===== src/rtl/result_reader.sv =====
// Drains the result RAM after the multiplier controller signals done, streaming
// each word in address order on a valid/ready interface and tagging the last one.
module result_reader #(
    parameter int DATA_W = 32,
    parameter int ADDR_W = 4,
    parameter int COUNT  = 16
) (
    input  logic              clk,
    input  logic              rst_n,
    input  logic              done_in,
    output logic              rd_en,
    output logic [ADDR_W-1:0] rd_addr,
    input  logic [DATA_W-1:0] rd_data,
    output logic [DATA_W-1:0] out_data,
    output logic              out_valid,
    input  logic              out_ready,
    output logic              out_last,
    output logic              busy,
    output logic              finished
);

    localparam logic [ADDR_W-1:0] LAST = ADDR_W'(COUNT - 1);

    typedef enum logic [2:0] {IDLE, RD, CAP, SEND, FIN} state_t;

    state_t            state;
    logic [ADDR_W-1:0] addr;

    assign rd_addr = addr;

    // Outputs are registered alongside the state so each one equals the decode of the state it accompanies.
    always_ff @(posedge clk or negedge rst_n) begin
        if (!rst_n) begin
            state     <= IDLE;
            addr      <= '0;
            out_data  <= '0;
            rd_en     <= 1'b0;
            out_valid <= 1'b0;
            out_last  <= 1'b0;
            busy      <= 1'b0;
            finished  <= 1'b0;
        end else begin
            case (state)
                IDLE: begin
                    if (done_in) begin
                        addr  <= '0;
                        state <= RD;
                        rd_en <= 1'b1;
                        busy  <= 1'b1;
                    end
                end
                RD: begin
                    state <= CAP;
                    rd_en <= 1'b0;
                end
                CAP: begin
                    out_data  <= rd_data;
                    state     <= SEND;
                    out_valid <= 1'b1;
                    out_last  <= (addr == LAST);
                end
                SEND: begin
                    if (out_ready) begin
                        out_valid <= 1'b0;
                        out_last  <= 1'b0;
                        if (addr == LAST) begin
                            state    <= FIN;
                            finished <= 1'b1;
                        end else begin
                            addr  <= addr + ADDR_W'(1);
                            state <= RD;
                            rd_en <= 1'b1;
                        end
                    end
                end
                FIN: begin
                    finished <= 1'b0;
                    busy     <= 1'b0;
                    state    <= IDLE;
                end
                default: begin
                    state     <= IDLE;
                    rd_en     <= 1'b0;
                    out_valid <= 1'b0;
                    out_last  <= 1'b0;
                    busy      <= 1'b0;
                    finished  <= 1'b0;
                end
            endcase
        end
    end

endmodule


===== config.mk =====
export PLATFORM = sky130hd
export DESIGN_NAME = result_reader
export DESIGN_NICKNAME = d
export VERILOG_FILES = /design/src/rtl/result_reader.sv
export SDC_FILE = /design/constraint.sdc
export NUM_CORES = 1
export LEC_CHECK = 0
export CORE_UTILIZATION = 45
export CTS_CLUSTER_DIAMETER = 30
export DETAILED_ROUTE_END_ITERATION = 12
export GPL_TIMING_DRIVEN = 0
export PLACE_DENSITY = 0.84
export SYNTH_ARGS = -nofsm -noshare
export SYNTH_HDL_FRONTEND = slang
export SYNTH_SLANG_ARGS = --single-unit

===== constraint.sdc =====
create_clock -name clk -period 3.3 [get_ports clk]
set_input_delay 0.99 -clock clk [delete_from_list [all_inputs] [get_ports clk]]
set_output_delay 0.99 -clock clk [all_outputs]
set_load 0.03 [all_outputs]

==> impl_metrics.py <==
metrics = {
    "run_status": {
        "status": "completed",
    },
    "sta": {
        "fin_crit_sh_pct": 74.7,
        "worst_slew_pin_slew_ns": 0.340,
        "fmaxAchievable_mhz": 406,
        "period_minus_slack_ns": 2.46,
        "slew_violations": 0,
        "setup_tns_ns": 0,
        "final.setup_skew_ns": 0.00500,
        "grt_setup_unrepaired": "no",
        "setup_viol": 0,
        "hold_violations": 0,
        "relSlewSlack_pct": 77.3,
    },
    "worst_setup_path": {
        "critPathBufInv": 1,
        "startpoint": "rd_addr[2]$_DFFE_PN0P_",
        "cp.arrival_ns": 1.47,
        "path_cells": "clkdlybuf4s50_1",
        "r2r_start": "state[2]$_DFFE_PN0P_",
        "start_kind": "register",
        "worst-r2r-setup-slack_ns": 1.78,
        "cpMaxStageDelayCell": "clkdlybuf4s50_1",
        "crit_fanout": 7,
        "slowest_delay_ns": 0.72,
        "endpoint_kind": "primary output",
        "cp.required_ns": 2.31,
        "critical_path_class": "register to primary output",
        "cp_top_family": "buffers and inverters",
    },
    "synth": {
        "yosys_most_used_dff": "dfrtp_1",
        "ys_top_cells_by_area": "dfrtp_1 59%, mux2_2 19%, buf_6 3.6%",
        "ys_ff_latch": 44,
        "synth_largest_area_cell": "dfrtp_1",
        "syn_area_um2": 1860,
        "synthMuxAreaShare_pct": 20.2,
        "syn-mean-instance-area_um2": 14.2,
        "yosysUniqueCellTypes": 28,
        "syn_nets": 168,
        "ys_top_cells_by_count": "44 x dfrtp_1, 31 x mux2_2, 6 x a21oi_1, 6 x buf_6, 6 x o21ai_0",
        "synth_top_area_share_pct": 59.3,
        "synthArstFlopShare_pct": 100,
        "synthCells": 131,
        "synth_compound_area_share_pct": 7.55,
        "yosysSeqAreaShare_pct": 59.3,
        "synth_edf_count": 0,
        "synth_simple_gate_area_share_pct": 7.82,
        "synth_top_family_by_area": "multiplexers",
        "synth_xor_area_share_pct": 0,
        "synth_fa_ha_area_share_pct": 0.674,
        "yosysMostFrequentCell": "dfrtp_1",
        "yosys_warnings": 0,
    },
    "detailed_routing": {
        "vias": 1397,
        "routed_via_density": 5.31,
        "postRouteAntennaNets": 0,
        "wirelength_um": 4000,
        "drt-pass1-iter-count": 4,
        "drc_errors": 0,
        "routedWlPerCell_um": 15.2,
        "drtIter0Drc": 46,
    },
    "place": {
        "numPortBuffers": 76,
        "hpwl_um": 2990,
        "gp_congestion": 0.863,
    },
    "pwr": {
        "clock_power_share_pct": 14.9,
        "leakage_uw": 0.00120,
        "p_switching_uw": 1180,
        "total_power_uw": 3080,
        "p_int_uw": 1900,
        "sequentialPowerShare_pct": 30.6,
        "swShare_pct": 38.3,
        "power_density_nw_per_um2": 1090,
        "ir_drop_v": 0.000553,
        "power_frac_comb_pct": 54.4,
    },
    "grt": {
        "grt_overflow_total": 0,
        "grtUsageTotal_pct": 20.2,
        "grt_use_met3_pct": 6.38,
        "use_met1_pct": 24.8,
        "grt_pass1_vias": 1429,
        "grt_busiest_layer": "met2",
        "grt.met2_usage_pct": 33.4,
        "grt_pass1_wl_um": 6540,
        "grt_antenna_before_repair": 0,
        "grt_max_degree": 45,
    },
    "min_path": {
        "min-delay-path-class": "register to register",
        "hold_path.startpoint": "out_data[26]$_DFFE_PN0P_",
    },
    "job": {
        "drv_cap": 0,
    },
    "cts": {
        "clk_pin_slew_ns": 0.08,
        "clock_path_buffers": 2,
        "cts_resized": 0,
        "post_cts_buffers": 0,
        "numCtsBuffers": 5,
        "clock-root-buffer": "clkbuf_8",
        "ctsHoldBuffers": 0,
        "clock_sinks": 44,
        "clk_latency_ns": 0.29,
        "cts_tree": "done",
        "cts_max_level": 2,
    },
    "floorplan": {
        "die_y_um": 66.2,
        "fp.coreArea_um2": 3800,
        "die_w_um": 66.2,
        "ios": 77,
        "rows": 22,
        "die_area_um2": 4390,
        "initial_core_util_pct": 48.9,
    },
    "final_layout": {
        "num-nets-final": 252,
        "n_antenna_cell": 0,
        "syn2layout_area_growth_pct": 52.0,
        "nFillCells": 219,
        "drive_gt1_share_pct": 24.7,
    },
}
-- cell usage in the layout (no fill, tap or decap) --
cell type | synthesis | final
nand4b_1 | 1 | 1
a32o_1 | 1 | 1
ha_1 | 1 | 1
bufinv_16 | 0 | 2
nand2_1 | 3 | 3
nor2b_1 | 1 | 1
o22ai_1 | 3 | 3
clkbuf_8 | 0 | 5
mux2_4 | 1 | 1
a22o_1 | 2 | 2
buf_2 | 0 | 1
nand2b_1 | 1 | 1
buf_6 | 6 | 6
nand3_1 | 2 | 2
buf_12 | 0 | 1
nor3_4 | 1 | 1
and3_1 | 3 | 3
o21ai_0 | 6 | 6
nor2_1 | 4 | 4
mux2_2 | 31 | 31
inv_2 | 1 | 1
nor3_1 | 2 | 2
nand3b_1 | 1 | 1
a21oi_1 | 6 | 6
dfrtp_1 | 44 | 44
clkdlybuf4s50_1 | 0 | 75
nor4b_4 | 1 | 1
o21ba_2 | 1 | 1
mux2_1 | 1 | 1
a21o_1 | 2 | 2
a21o_2 | 1 | 1
and4b_2 | 1 | 1
inv_1 | 3 | 3
-- final timing paths --
kind                                       endpoint  cells past startpoint
min reg2reg                out_data[26]$_DFFE_PN0P_                      1
max                                      rd_addr[2]                      1
min in group asynchronous   out_data[1]$_DFFE_PN0P_                      2
max reg2reg                  rd_addr[1]$_DFFE_PN0P_                      4
min                        out_data[26]$_DFFE_PN0P_                      1
max in group asynchronous      finished$_DFFE_PN0P_                      2
-- sequential cells by signal (all words and copies together), names as in the netlist --
register and cells:
out_valid 1, state 3, busy 1, rd_addr 4, rd_en 1, out_data 32
out_last 1, finished 1
-- stage by stage --
step / area [um2] / std cells / utilization, % / worst slack [ns] / hold slack (ns)
detailed placement: 2690 / 256 / 70.9 / 0.841 / 0.483
floorplan: 1860 / 131 / - / 1.45 / 0.581
global placement: 2680 / 255 / 70.5 / 0.216 / 0.466
finish: 2820 / 263 / 74.3 / 0.836 / 0.496
global route: 2820 / 263 / 74.3 / 0.792 / 0.526
CTS: 2820 / 263 / 74.3 / 0.828 / 0.501
-- power by group through the flow --
stage          clock [uW]  sequential [uW]  combinational (uW)
3_3_place_gp            0              932                1650
6_report              461              945                1680
2_1_floorplan           0             1420                 561
5_1_grt               500              981                1780
4_1_cts               475              947                1690
3_5_place_dp            0              957                1690
-- cells by family (layout without fill, tap and decap cells) --
kind of cell	Yosys count	count (layout)
flops	44	44
simple gates	21	21
fa+ha+maj	1	1
compound gates	22	22
buf+inv	10	94
mux	33	33
-- cell type report --
type                    instances  area (um2)  share of cell area [%]
clock buffers                   5        68.8                    2.44
multi-input cells              77         673                    23.9
repair buffers                 77         776                    27.5
plain buffers                   6        67.6                    2.39
well taps                      48        60.1                    2.13
flip-flops and latches         44        1100                    39.0
inverters                       4        15.0                   0.532
clock inverters                 2        60.1                    2.13
-- routing by layer --
| metal | share of wire, % | wire length, um | vias up |
|---|---|---|---|
| li1 | - | - | 638 |
| met1 | 43 | 1730 | 678 |
| met2 | 48 | 1920 | 73 |
| met3 | 7.4 | 295 | 8 |
| met4 | 1.4 | 57 | 0 |
| met5 | 0 | 0 | - |
No activity file was read; power rests on OpenSTA's default activity.
